===== src/rtl/vram_arbiter_if.sv =====
// +----------------------------------------------------------------------------+
// | vram_arbiter_if : video, CPU and RAM signal bundle of the VRAM arbiter     |
// | Rev 1.0                                                                    |
// +----------------------------------------------------------------------------+
`default_nettype none

interface vram_arbiter_if #(
    parameter int ADDR_W = 24,
    parameter int DATA_W = 16
);
    logic              vid_req;
    logic              vid_active;
    logic [ADDR_W-1:0] vid_addr;
    logic [DATA_W-1:0] vid_rdata;

    logic              cpu_req;
    logic              cpu_we;
    logic [ADDR_W-1:0] cpu_addr;
    logic [DATA_W-1:0] cpu_wdata;
    logic              cpu_ack;
    logic [DATA_W-1:0] cpu_rdata;
    logic              cpu_busy;

    logic [ADDR_W-1:0] ram_addr;
    logic [DATA_W-1:0] ram_wdata;
    logic              ram_we;
    logic [DATA_W-1:0] ram_rdata;

    // Arbiter side
    modport slave (
        input  vid_req, vid_active, vid_addr,
        input  cpu_req, cpu_we, cpu_addr, cpu_wdata,
        input  ram_rdata,
        output vid_rdata, cpu_ack, cpu_rdata, cpu_busy,
        output ram_addr, ram_wdata, ram_we
    );

    // Pixel generator / CPU / RAM side
    modport master (
        output vid_req, vid_active, vid_addr,
        output cpu_req, cpu_we, cpu_addr, cpu_wdata,
        output ram_rdata,
        input  vid_rdata, cpu_ack, cpu_rdata, cpu_busy,
        input  ram_addr, ram_wdata, ram_we
    );
endinterface

`default_nettype wire


===== src/rtl/vram_arbiter.sv =====
// +----------------------------------------------------------------------------+
// | vram_arbiter : time-slot arbiter sharing one video RAM port between the    |
// | pixel generator (slots 0/2 in active video) and the CPU.      Rev 1.0      |
// +----------------------------------------------------------------------------+
`default_nettype none

module vram_arbiter #(
    parameter int ADDR_W = 24,
    parameter int DATA_W = 16
) (
    input  wire logic     clk,
    input  wire logic     rst_n,
    vram_arbiter_if.slave bus
);
    typedef enum logic [1:0] {
        ST_IDLE   = 2'd0,
        ST_PEND   = 2'd1,
        ST_RDWAIT = 2'd2
    } state_t;

    state_t            state_q;
    logic [1:0]        slot_q;
    logic [1:0]        slot_d;
    logic              we_q;
    logic              ack_q;
    logic [ADDR_W-1:0] addr_q;
    logic [DATA_W-1:0] wdata_q;
    logic [DATA_W-1:0] rdata_q;
    logic              cpu_slot;
    logic              grant;

    assign slot_d   = bus.vid_req ? 2'd0 : slot_q + 2'd1;
    // Odd slots belong to the CPU in active video; blanking frees every cycle
    assign cpu_slot = ~bus.vid_active | slot_q[0];
    assign grant    = (state_q == ST_PEND) & cpu_slot;

    always_ff @(posedge clk or negedge rst_n) begin
        if (!rst_n) begin
            slot_q <= 2'd0;
        end else begin
            slot_q <= slot_d;
        end
    end

    always_ff @(posedge clk or negedge rst_n) begin
        if (!rst_n) begin
            state_q <= ST_IDLE;
            we_q    <= 1'b0;
            addr_q  <= '0;
            wdata_q <= '0;
            rdata_q <= '0;
            ack_q   <= 1'b0;
        end else begin
            ack_q <= 1'b0;
            case (state_q)
                ST_IDLE: begin
                    if (bus.cpu_req) begin
                        we_q    <= bus.cpu_we;
                        addr_q  <= bus.cpu_addr;
                        wdata_q <= bus.cpu_wdata;
                        state_q <= ST_PEND;
                    end
                end
                ST_PEND: begin
                    if (cpu_slot) begin
                        if (we_q) begin
                            ack_q   <= 1'b1;
                            state_q <= ST_IDLE;
                        end else begin
                            state_q <= ST_RDWAIT;
                        end
                    end
                end
                ST_RDWAIT: begin
                    // RAM output now carries the data addressed in the grant cycle
                    rdata_q <= bus.ram_rdata;
                    ack_q   <= 1'b1;
                    state_q <= ST_IDLE;
                end
                default: begin
                    state_q <= ST_IDLE;
                end
            endcase
        end
    end

    assign bus.ram_addr  = grant ? addr_q : bus.vid_addr;
    assign bus.ram_we    = grant & we_q;
    assign bus.ram_wdata = wdata_q;
    assign bus.vid_rdata = bus.ram_rdata;
    assign bus.cpu_ack   = ack_q;
    assign bus.cpu_rdata = rdata_q;
    assign bus.cpu_busy  = (state_q != ST_IDLE);

endmodule

`default_nettype wire


===== src/flat_wrapper.sv =====
// flat-port wrapper written by rule: the top's interface ports become plain ports
module vram_arbiter_flat 
#(
    parameter int ADDR_W = 24,
    parameter int DATA_W = 16
)
  (clk, rst_n, bus_vid_req, bus_vid_active, bus_vid_addr, bus_cpu_req, bus_cpu_we, bus_cpu_addr, bus_cpu_wdata, bus_ram_rdata, bus_vid_rdata, bus_cpu_ack, bus_cpu_rdata, bus_cpu_busy, bus_ram_addr, bus_ram_wdata, bus_ram_we);
  vram_arbiter_if #(.ADDR_W(ADDR_W), .DATA_W(DATA_W)) bus_i ();
  input  wire logic clk;
  input  wire logic rst_n;
  input wire logic [$bits(bus_i.vid_req)-1:0] bus_vid_req;
  input wire logic [$bits(bus_i.vid_active)-1:0] bus_vid_active;
  input wire logic [$bits(bus_i.vid_addr)-1:0] bus_vid_addr;
  input wire logic [$bits(bus_i.cpu_req)-1:0] bus_cpu_req;
  input wire logic [$bits(bus_i.cpu_we)-1:0] bus_cpu_we;
  input wire logic [$bits(bus_i.cpu_addr)-1:0] bus_cpu_addr;
  input wire logic [$bits(bus_i.cpu_wdata)-1:0] bus_cpu_wdata;
  input wire logic [$bits(bus_i.ram_rdata)-1:0] bus_ram_rdata;
  output wire logic [$bits(bus_i.vid_rdata)-1:0] bus_vid_rdata;
  output wire logic [$bits(bus_i.cpu_ack)-1:0] bus_cpu_ack;
  output wire logic [$bits(bus_i.cpu_rdata)-1:0] bus_cpu_rdata;
  output wire logic [$bits(bus_i.cpu_busy)-1:0] bus_cpu_busy;
  output wire logic [$bits(bus_i.ram_addr)-1:0] bus_ram_addr;
  output wire logic [$bits(bus_i.ram_wdata)-1:0] bus_ram_wdata;
  output wire logic [$bits(bus_i.ram_we)-1:0] bus_ram_we;
  assign bus_i.vid_req = bus_vid_req;
  assign bus_i.vid_active = bus_vid_active;
  assign bus_i.vid_addr = bus_vid_addr;
  assign bus_i.cpu_req = bus_cpu_req;
  assign bus_i.cpu_we = bus_cpu_we;
  assign bus_i.cpu_addr = bus_cpu_addr;
  assign bus_i.cpu_wdata = bus_cpu_wdata;
  assign bus_i.ram_rdata = bus_ram_rdata;
  assign bus_vid_rdata = bus_i.vid_rdata;
  assign bus_cpu_ack = bus_i.cpu_ack;
  assign bus_cpu_rdata = bus_i.cpu_rdata;
  assign bus_cpu_busy = bus_i.cpu_busy;
  assign bus_ram_addr = bus_i.ram_addr;
  assign bus_ram_wdata = bus_i.ram_wdata;
  assign bus_ram_we = bus_i.ram_we;
  vram_arbiter #(.ADDR_W(ADDR_W), .DATA_W(DATA_W)) u_core (.clk(clk), .rst_n(rst_n), .bus(bus_i));
endmodule

===== config.mk =====
export PLATFORM = sky130hd
export DESIGN_NAME = vram_arbiter_flat
export DESIGN_NICKNAME = d
export VERILOG_FILES = /design/src/rtl/vram_arbiter_if.sv /design/src/rtl/vram_arbiter.sv /design/src/flat_wrapper.sv
export SDC_FILE = /design/constraint.sdc
export NUM_CORES = 1
export LEC_CHECK = 0
export ABC_AREA = 1
export CORE_UTILIZATION = 36
export CTS_BUF_LIST = sky130_fd_sc_hd__clkbuf_8
export CTS_CLUSTER_SIZE = 12
export DETAILED_ROUTE_END_ITERATION = 12
export GPL_TIMING_DRIVEN = 0
export PLACE_DENSITY = 0.78
export SLEW_MARGIN = 0
export SYNTH_ARGS = -nofsm -noshare
export SYNTH_HDL_FRONTEND = slang
export SYNTH_SLANG_ARGS = --single-unit

===== constraint.sdc =====
create_clock -name clk -period 1.3 [get_ports clk]
set_input_delay 0.195 -clock clk [delete_from_list [all_inputs] [get_ports clk]]
set_output_delay 0.195 -clock clk [all_outputs]
set_load 0.03 [all_outputs]

# Word-level counts from Yosys, hierarchy flattened
# Cells that the tools add are included.
# word_totals
regBits	62
latchBits	0
mem_bits_rw	0
rom_bits	0
in_bits	86
output_inout_bits	75
wordCells	29
memories	0
# classes
add_sub_neg	1
mul	0
div	0
order_cmp	0
n_eq_ne	4
shifts	0
mux	9
bitwise	4
reduce_logical	4
# op_table
operator	n
2-to-1 mux 24 bit	1
2-to-1 mux 2 bit	4
one-hot mux 2 bit (2 select lines)	1
AND reduction 2 bit	2
adder 2 x 1 -> 2 bit, second input constant	1
AND 1 bit	2
equality test 2 x 1 -> 1 bit, second input constant	1
equality test 2 bit, second input constant	1
zero test 2 bit	1
2-to-1 mux 1 bit	2
inequality test 2 x 1 -> 1 bit, second input constant	1
inequality test 2 bit, second input constant	1
one-hot mux 1 bit (2 select lines)	1
nonzero test 2 bit	1
NOT 1 bit	1
OR 1 bit	1

# Longest topological paths before layout
# Gate-level depths: netlist of the first run.
# logic_depth
ltp_word	4
depth_mapped	7
ltp_nobuf	6

# Least setup slack after synthesis of the first run
# No wires, ideal clock.
# synth_path
path_type	register -> output
from	register u_core.state_q[1]
to	output port bus_ram_addr[0]
arrival_ns	1.239
required_time_ns	1.105
slack_ns	-0.134
stages_incl_launch_ff	7
path_buffers	2
cell_sequence	dfrtp_1 -> inv_1 -> ha_1 -> buf_4 -> buf_2 -> nand3_1 -> nand2_1
# synth_between
elab_chain_len	3
# synth_lines
item	line	source
from (decl)	vram_arbiter.sv:21	state_t state_q;
from (signal assigned)	vram_arbiter.sv:47	state_q <= ST_IDLE;
from (signal assigned)	vram_arbiter.sv:61	state_q <= ST_PEND;
from (signal assigned)	vram_arbiter.sv:68	state_q <= ST_IDLE;
equality test 2 x 1 -> 1 bit	vram_arbiter.sv:35	assign grant = (state_q == ST_PEND) & cpu_slot;
AND 1 bit	vram_arbiter.sv:35	
2-to-1 mux 24 bit	vram_arbiter.sv:87	assign bus.ram_addr = grant ? addr_q : bus.vid_addr;
to (decl)	flat_wrapper.sv:23	output wire logic [$bits(bus_i.ram_addr)-1:0] bus_ram_addr;
# Every way passes these cells.

# Final worst setup path of the first run
# layout_path
from	register u_core.state_q[1]
to	output port bus_ram_addr[7]
# The elaborated chain is that of the path after synthesis.

==> results of run 1 <==
## kinds of logic (layout without fill, tap and decap cells)
group	count (synthesis)	count (layout)
fa+ha+maj	4	4
buf+inv	49	247
flops	61	61
simple gates	255	256
compound gates	2	2
## path summary, 6_finish.rpt
check | start | end | depth (start not counted)
max in group asynchronous | rst_n | u_core.addr_q[14]$_DFFE_PN0P_ | 3
worst max-delay path | u_core.state_q[1]$_DFFE_PN0P_ | bus_ram_addr[7] | 7
worst min-delay path | bus_cpu_req | u_core.we_q$_DFFE_PN0P_ | 4
min in group asynchronous | rst_n | u_core.addr_q[2]$_DFFE_PN0P_ | 2
worst min register to register | u_core.slot_q[0]$_DFF_PN0_ | u_core.slot_q[0]$_DFF_PN0_ | 1
worst max register to register | u_core.state_q[0]$_DFFE_PN0P_ | u_core.addr_q[4]$_DFFE_PN0P_ | 10
## timing repair
item                                    4_1_cts  5_1_grt
endpoints found under the hold margin        31        0
pin swaps                                     8        7
hold buffers                                  1        0
gates cloned                                  9        0
gates resized for setup                     351       57
setup buffers                                13        2
endpoints found under the setup margin      114      117
## routing by layer
layer | GRT usage (%) | part of all wire (%) | routed length (um)
met4 | 10.1 | 2.2 | 230
met2 | 46.3 | 53 | 5620
met5 | 0 | 0 | 0
met3 | 7.22 | 8.5 | 889
met1 | 25.8 | 36 | 3770
## flip-flops by register name, indices dropped and copies added, names as in the netlist
name                  flops
u_core.we_q               1
u_core.bus.ram_wdata     16
u_core.bus.cpu_ack        1
u_core.addr_q            24
u_core.slot_q             1
u_core.state_q            2
u_core.bus.cpu_rdata     16
## synth_stat cells
library cell,count
nand2_1,182
nand3_1,67
dfrtp_1,61
buf_4,26
buf_2,11
inv_1,7
ha_1,4
buf_6,3
nand2_4,3
a21oi_1,2
inv_2,2
nor2_1,2
nand4_1,1
## worst register-to-register path, cell delays in order, from the launching register on
cell,delay (ps)
dfrtp_1,410
buf_4,150
buf_6,120
inv_6,60
ha_4,130
buf_6,100
buf_12,140
nand2_8,80
buf_6,140
nand2_1,60
nand2_1,60
## cell type report
cell class / instances / area, sq um
Timing Repair Buffer: 184 / 1870
Fill cell: 555 / 2030
Multi-Input combinational cell: 262 / 1650
Clock buffer: 10 / 138
Inverter: 9 / 43.8
Tap cell: 102 / 128
Buffer: 38 / 362
Sequential cell: 61 / 1530
Clock inverter: 6 / 103
## report_power, final
part           switching [mW]  internal [mW]  leakage, nW
Combinational            5.07           3.88         1.98
Sequential              0.616           2.82        0.751
Clock                   0.716           1.31        0.129
Total                    6.40           8.01         2.86
==> metrics.yaml, run 1 <==
outcome: "complete, but fails checks"
violations: "setup timing"
final_common_cell: "nand2_1"
end_kind: "output port"
fmax_mhz: 562
ios: 161
ys_seq_area_share_pct: 51.4
fp.dieH_um: 92.8
syn_area_sq_um: 2970
min_period_ps: 1780
track_usage_pct: 24.9
skew_ps: 10.0
postRouteAntennaNets: 0
drt_iter0_drc: 124
cts_tree: "done"
worst_pin_slew_ps: 751
drv_slew: 0
overflow: 0
drt_wl_total_um: 10500
port_buffers: 159
whs_ps: 350
path_class: "reg -> out"
yosys.area.top_type_share_pct: 51.4
root_buffer: "clkbuf_8"
rows: 32
setup_viol: 77
rsz0062_at_grt: "true"
cpPeakStageDelay_ps: 400
critical_path_buf_inv_count: 4
route.detailed.drc: 0
critical_path_required_ps: 1110
cpMostUsedCell: "buf_12"
grt_pass1_wl_um: 16400
ir_drop_mv: 1.02
rrSetupSlack_ps: -260
final_cell_mix: "134 x nand2_1, 83 x clkdlybuf4s50_1, 61 x dfrtp_1, 54 x nand3_1, 47 x buf_6"
design_area_sq_um: 5820
grt_max_degree: 33
wl_per_cell_um: 15.6
cts_buffers: 9
maxCapViolCount: 0
antennaDiodeCount: 0
finalWorstSetupSlack_ps: -481
clock_latency_ps: 330
place_inst: 633
area_growth_pct: 95.9
p_leak_nw: 2.86
finalCritPeriodShare_pct: 137
netlist.top_cell.by_area: "dfrtp_1"
crit_family: "buffers and inverters"
hp-class: "in -> reg"
syn-num-nets: 461
clock_sinks: 61
die_w_um: 92.8
final_util_pct: 74.1
synth_warnings: 0
netlist_top_cells_area: "dfrtp_1 51%, nand2_1 23%, nand3_1 11%, buf_4 6.6%, buf_2 1.9%"
finalHoldViolCount: 0
fin_cells: 672
setup_tns_ps: -20690
grt_pass1_vias: 3335
cp_slowest_cell: "dfrtp_1"
path_clk_slew_ps: 60
cp-start-kind: "flip-flop"
synth_xor_xnor_area_share_pct: 0
synth-simple-area-share_pct: 35.9
nets: 655
vias: 3246
synth-seq-cells: 61
clockBufferDepth: 2
dieArea_sq_um: 8620
gp_congestion: 0.772
critPathMaxFanout: 5
initial_core_util_pct: 37.9
drt-vias-per-instance: 4.83
synth_compound_area_share_pct: 0.337
fp.coreArea_sq_um: 7850
path_cells: "inv_2 -> ha_4 -> buf_12 -> buf_12 -> nand3_2 -> nand2_4 -> buf_6"
firstDrtPassIters: 4
slew_headroom_pct: 49.9
place_area_sq_um: 4970
muxShareOfSynthArea_pct: 0
synth_cell_types: 13
dp_slack_ps: -835
synthCells: 371
drive_gt1_share_pct: 36.3
total_power_mw: 14.4
crit_arrival_ps: 1590
h-tree-depth: 3
antenna_found_initial: 0
power_density_nw_per_um2: 2480
dp_hpwl_um: 6720
synth_top_family_by_area: "simple AND/OR/NAND/NOR gates"
synthAdderAreaFrac_pct: 1.68
synth.avg_cell_area_sq_um: 8.01
No activity file was read; power rests on OpenSTA's default activity.
==> run 2, diff against run 1 <==
- CELL_PAD_IN_SITES_DETAIL_PLACEMENT: default -> 0
- CELL_PAD_IN_SITES_GLOBAL_PLACEMENT: default -> 2
- CORE_ASPECT_RATIO: default -> 1.4
- CORE_UTILIZATION: 36 -> 19
- PLACE_DENSITY: 0.78 -> default
- PLACE_DENSITY_LB_ADDON: default -> 0.1
==> run 2 against run 1 <==
The run still ends with setup timing left; largest power group unchanged; critical path type unchanged; first-iteration DRC count decreased by 57%; combinational power is 4.0% higher; routed wire length rose by 3.4%; critical path depth did not move; via count decreased by 4.3%; clock skew hardly changed; sequential power grew 3%; flip-flop and latch count did not move; maximum frequency rose by 2.3%; setup slack better by 40 ps.
==> metrics.yaml, run 2 (same netlist as run 1, synthesis figures left out) <==
outcome: "complete, but fails checks"  # unchanged
violations: "setup timing"  # unchanged
area_growth_pct: 103  # was 95.9%
cts_tree: "done"  # unchanged
min_period_ps: 1740  # was 1780 ps
antennaDiodeCount: 0  # unchanged
largest-register: "u_core.addr_q"  # unchanged
grt-busiest-layer: "met2"  # unchanged
grtUsageMet3_pct: 4.31  # was 7.22%
nets: 658  # was 655
ir_drop_mv: 0.985  # was 1.02 mV
met2_usage_pct: 24.1  # was 46.3%
drive_gt1_share_pct: 50.8  # was 36.3%
finalHoldViolCount: 0  # unchanged
clock_latency_ps: 340  # was 330 ps
route.detailed.drc: 0  # unchanged
clock_sinks: 61  # unchanged
fmax_mhz: 575  # was 562 MHz
drt-vias-per-instance: 4.07  # was 4.83
drt_iter0_drc: 53  # was 124
largest_reg_flops: 24  # unchanged
critical_path_required_ps: 1110  # about the same
maxCapViolCount: 0  # unchanged
hp-class: "in -> reg"  # unchanged
drv_slew: 0  # unchanged
path_class: "reg -> out"  # unchanged
skew_ps: 9.88  # was 10.0 ps
final_common_cell: "clkdlybuf4s50_1"  # was nand2_1
antenna_found_initial: 0  # unchanged
slew_headroom_pct: 44.5  # was 49.9%
finalCritPeriodShare_pct: 134  # was 137%
end_kind: "output port"  # unchanged
power_density_nw_per_um2: 2380  # was 2480 nW/um^2
critPathMaxFanout: 6  # was 5
setup_tns_ps: -20110  # was -20,690 ps
cp-start-kind: "flip-flop"  # unchanged
grt_max_degree: 62  # was 33
fp.coreArea_sq_um: 15100  # was 7850 sq um
port_buffers: 159  # unchanged
ff_latch_area_sq_um: 1530  # unchanged
fin_cells: 763  # was 672
postRouteAntennaNets: 0  # unchanged
track_usage_pct: 13.6  # was 24.9%
design_area_sq_um: 6030  # was 5820 sq um
p_leak_nw: 2.93  # was 2.86 nW
cts_buffers: 9  # unchanged
crit_arrival_ps: 1550  # was 1590 ps
worst_pin_slew_ps: 832  # was 751 ps
multi_input_area_sq_um: 1800  # was 1650 sq um
final_util_pct: 39.9  # was 74.1%
drt_wl_total_um: 10900  # was 10,500 um
vias: 3106  # was 3,246
final_cell_mix: "83 x clkdlybuf4s50_1, 66 x nand2_1, 63 x nand2_2, 62 x nand3_1, 61 x dfrtp_1"  # was 134 x nand2_1, 83 x clkdlybuf4s50_1, 61 x dfrtp_1, 54 x nand3_1, 47 x buf_6
dp_slack_ps: -891  # was -835 ps
firstDrtPassIters: 4  # unchanged
place_inst: 722  # was 633
gp_congestion: 0.654  # was 0.772
overflow: 0  # unchanged
die_w_um: 108  # was 92.8 um
path_clk_slew_ps: 70  # was 60 ps
h-tree-depth: 3  # unchanged
total_power_mw: 14.4  # about the same
wl_per_cell_um: 14.2  # was 15.6 um
ios: 161  # unchanged
setup_viol: 84  # was 77
fp.dieH_um: 150  # was 92.8 um
rsz0062_at_grt: "true"  # unchanged
rows: 53  # was 32
dp_hpwl_um: 7330  # was 6720 um
root_buffer: "clkbuf_8"  # unchanged
grt_pass1_vias: 3188  # was 3,335
grt_use_met1_pct: 15.3  # was 25.8%
finalWorstSetupSlack_ps: -441  # was -481 ps
initial_core_util_pct: 19.6  # was 37.9%
whs_ps: 281  # was 350 ps
grt_pass1_wl_um: 16600  # was 16,400 um
dieArea_sq_um: 16100  # was 8620 sq um
n_fill_cell: 1612  # was 555
clockBufferDepth: 2  # unchanged
place_area_sq_um: 5060  # was 4970 sq um
## run 2: changes by cell type in the layout (fill, tap and decap cells not counted), moves of 4 or more
cell / before / now
clkdlybuf4s15_2: 13 / 17
clkbuf_16: 0 / 7
nand3_1: 54 / 62
nand2_4: 36 / 54
clkbuf_2: 14 / 29
nand3_4: 11 / 1
nand2_1: 134 / 66
clkdlybuf4s15_1: 16 / 0
nand2_2: 13 / 63
buf_4: 27 / 31
buf_8: 1 / 7
buf_6: 47 / 37
## run 2: what timing repair did
item	4_1_cts	5_1_grt
setup buffers	12	7
cloned	1	9
pin swaps	1	22
hold buffers	1	0
gates resized for setup	327	168
endpoints found under the setup margin	125	115
hold endpoints to repair	48	0
## run 2: worst paths after layout
check | to | slack (ps) | depth (start not counted) | from
setup / recovery | bus_ram_addr[6] | -440 | 7 | u_core.state_q[1]$_DFFE_PN0P_
hold / removal | u_core.we_q$_DFFE_PN0P_ | 280 | 4 | bus_cpu_req
setup reg to reg | u_core.addr_q[6]$_DFFE_PN0P_ | -220 | 9 | u_core.state_q[0]$_DFFE_PN0P_
hold reg to reg | u_core.slot_q[0]$_DFF_PN0_ | 440 | 1 | u_core.slot_q[0]$_DFF_PN0_
max in group asynchronous | u_core.addr_q[10]$_DFFE_PN0P_ | 260 | 2 | rst_n
min in group asynchronous | u_core.bus.ram_wdata[2]$_DFFE_PN0P_ | 490 | 2 | rst_n
## run 2: final cells by class
class	count	area share, %
Clock buffer	11	2.51
Multi-Input combinational cell	262	29.8
Buffer	37	6.03
Clock inverter	3	0.228
Timing Repair inverter	1	0.104
Timing Repair Buffer	187	31.3
Sequential cell	61	25.3
Tap cell	192	3.98
Inverter	9	0.767
## run 2: report_power, final
group	internal [mW]	leakage, nW	switching [mW]
clock	0.762	0.0922	0.755
sequential	2.82	0.751	0.709
combinational	4.18	2.08	5.13
total	7.76	2.93	6.59
## run 2: metal layers
metal	up-vias	share of wire, %	routed length (um)
met2	98	53	5800
li1	1552	-	-
met3	7	6.9	747
met4	0	0.95	103
met5	-	0	0
met1	1449	39	4220
## run 2: critical path, stage by stage, from the launching register on
cell and delay (ps):
dfrtp_1 390, inv_2 80, ha_4 200, nand2_8 110, clkbuf_16 190, nand2_4 60, nand2_4 40, buf_6 130
==> run 3, diff against run 2 <==
- CAP_MARGIN: default -> 20
- GPL_TIMING_DRIVEN: 0 -> default
==> run 3 against run 2 <==
The run still ends with setup timing left; critical path depth is the same; register-to-register slack got worse by 120 ps; design area fell by 5.6%; critical path type unchanged.
==> metrics.yaml, run 3 (same netlist as run 1, synthesis figures left out) <==
hp-class: "in -> reg"  # unchanged
fmax_mhz: 578  # was 575 MHz
r2r_start: "u_core.state_q[0]$_DFFE_PN0P_"  # unchanged
port_buffers: 160  # was 159
largest-register: "u_core.addr_q"  # unchanged
cts_buffers: 9  # unchanged
setup_tns_ps: -23620  # was -20,110 ps
path_class: "reg -> out"  # unchanged
maxCapViolCount: 0  # unchanged
end_kind: "output port"  # unchanged
ir_drop_mv: 0.901  # was 0.985 mV
nets: 640  # was 658
design_area_sq_um: 5690  # was 6030 sq um
p_leak_nw: 2.79  # was 2.93 nW
cp_slowest_cell: "dfrtp_1"  # unchanged
drv_slew: 0  # unchanged
rrSetupSlack_ps: -340  # was -220 ps
overflow: 0  # unchanged
slew_headroom_pct: 76.3  # was 44.5%
whs_ps: 241  # was 281 ps
postRouteAntennaNets: 0  # unchanged
cp-start-kind: "flip-flop"  # unchanged
area_growth_pct: 91.7  # was 103%
place_area_sq_um: 4910  # was 5060 sq um
critPathMaxFanout: 6  # unchanged
vias: 3018  # was 3,106
track_usage_pct: 14.8  # was 13.6%
drt_iter0_drc: 92  # was 53
min_period_ps: 1730  # was 1740 ps
antenna_found_initial: 0  # unchanged
violations: "setup timing"  # unchanged
crit_end: "bus_ram_addr[2]"  # was bus_ram_addr[6]
finalCritPeriodShare_pct: 133  # was 134%
gp_congestion: 0.697  # was 0.654
dieArea_sq_um: 16100  # unchanged
cp-startpoint: "u_core.state_q[1]$_DFFE_PN0P_"  # unchanged
rsz0062_at_grt: "true"  # unchanged
fp.coreArea_sq_um: 15100  # unchanged
route.detailed.drc: 0  # unchanged
grt_pass1_vias: 3162  # was 3,188
wl_per_cell_um: 15.1  # was 14.2 um
finalHoldViolCount: 0  # unchanged
antennaDiodeCount: 0  # unchanged
r2r_end: "u_core.bus.ram_wdata[15]$_DFFE_PN0P_"  # was u_core.addr_q[6]$_DFFE_PN0P_
die_w_um: 108  # unchanged
fp.dieH_um: 150  # unchanged
largest_reg_flops: 24  # unchanged
n_fill_cell: 1594  # was 1,612
grt_pass1_wl_um: 17700  # was 16,600 um
drive_gt1_share_pct: 37.7  # was 50.8%
path_clk_slew_ps: 70  # about the same
rows: 53  # unchanged
worst_pin_slew_ps: 355  # was 832 ps
drt-vias-per-instance: 4.04  # was 4.07
final_cell_mix: "128 x nand2_1, 83 x clkdlybuf4s50_1, 61 x nand3_1, 61 x dfrtp_1, 44 x buf_4"  # was 83 x clkdlybuf4s50_1, 66 x nand2_1, 63 x nand2_2, 62 x nand3_1, 61 x dfrtp_1
outcome: "complete, but fails checks"  # unchanged
root_buffer: "clkbuf_8"  # unchanged
final_common_cell: "nand2_1"  # was clkdlybuf4s50_1
cpPeakStageDelay_ps: 380  # was 390 ps
finalWorstSetupSlack_ps: -430  # was -441 ps
clockBufferDepth: 2  # unchanged
clock_latency_ps: 340  # about the same
path_cells: "inv_2 -> ha_4 -> buf_12 -> nand2_8 -> nand2_2 -> nand2_4 -> buf_4"  # was inv_2 -> ha_4 -> nand2_8 -> clkbuf_16 -> nand2_4 -> nand2_4 -> buf_6
cts_tree: "done"  # unchanged
power_density_nw_per_um2: 2430  # was 2380 nW/um^2
crit_arrival_ps: 1540  # was 1550 ps
dp_hpwl_um: 7220  # was 7330 um
drt_wl_total_um: 11300  # was 10,900 um
clock_sinks: 61  # unchanged
rr_worst_depth: 10  # was 9
grt_max_degree: 29  # was 62
ios: 161  # unchanged
h-tree-depth: 3  # unchanged
critical_path_required_ps: 1110  # about the same
setup_viol: 86  # was 84
initial_core_util_pct: 19.6  # unchanged
firstDrtPassIters: 5  # was 4
skew_ps: 13.7  # was 9.88 ps
run 3: cell count changes in the layout (fill, tap and decap cells not counted), sizes merged, moves of 2 or more:
| cell | previous run | this run |
|---|---|---|
| bufinv | 0 | 2 |
| nand2 | 186 | 188 |
| clkinvlp | 0 | 2 |
| clkdlybuf4s15 | 17 | 5 |
| clkbuf | 48 | 36 |
run 3: worst min-delay path by stage:
stage                      startpoint                                  end  cells past startpoint
after CTS                 bus_cpu_req  u_core.bus.ram_wdata[8]$_DFFE_PN0P_                      3
after global placement          rst_n  u_core.bus.cpu_rdata[2]$_DFFE_PN0N_                      1
after detailed placement        rst_n  u_core.bus.cpu_rdata[2]$_DFFE_PN0N_                      1
final                     bus_cpu_req  u_core.bus.ram_wdata[8]$_DFFE_PN0P_                      3
after global routing      bus_cpu_req  u_core.bus.ram_wdata[8]$_DFFE_PN0P_                      3
after floorplan                 rst_n         u_core.addr_q[0]$_DFFE_PN0P_                      0
run 3: worst max-delay path, delay by kind of cell, from the launching register on:
kind | cells | cell delay [ps]
buf+inv | 3 | 400
flops | 1 | 380
fa+ha+maj | 1 | 160
simple gates | 3 | 240
run 3: layout make-up:
type,instances,area (sq um),share of cell area (%)
Multi-Input combinational cell,264,1600,28.1
Tap cell,192,240,4.22
Clock inverter,7,83.8,1.47
Clock buffer,9,124,2.18
Timing Repair inverter,1,7.51,0.132
Sequential cell,61,1530,26.8
Timing Repair Buffer,204,2070,36.3
Inverter,9,43.8,0.769
run 3: through the flow:
step           instances  setup WS, ps  power [mW]  utilization, %
2_1_floorplan        371         -8.42        7.86               -
3_3_place_gp         706          -292        10.6            32.5
3_5_place_dp         706          -313        10.7            32.5
4_1_cts              742          -455        14.1            37.7
5_1_grt              747          -521        14.9            37.7
6_report             747          -430        13.9            37.7
run 3: power by group:
group / switching, mW / total (mW) / leakage (nW) / internal, mW
registers: 0.529 / 3.34 / 0.751 / 2.82
logic: 4.95 / 8.68 / 1.92 / 3.73
clock network: 0.774 / 1.83 / 0.113 / 1.06
total: 6.26 / 13.9 / 2.79 / 7.60
run 3: layer usage:
layer / share of wire (%) / vias up / GRT usage [%]
li1: - / 1531 / -
met1: 41 / 1383 / 17.0
met2: 53 / 98 / 27.3
met3: 5.3 / 6 / 3.09
met4: 0.96 / 0 / 4.11
met5: 0 / - / 0
run 3: timing repair:
action                     CTS  global route
pin swaps                    8             3
gates cloned                10             0
setup buffers               11             5
gates resized for setup    125            53
hold endpoints to repair    19             0
hold buffers                 1             0
setup endpoints to repair  118           112
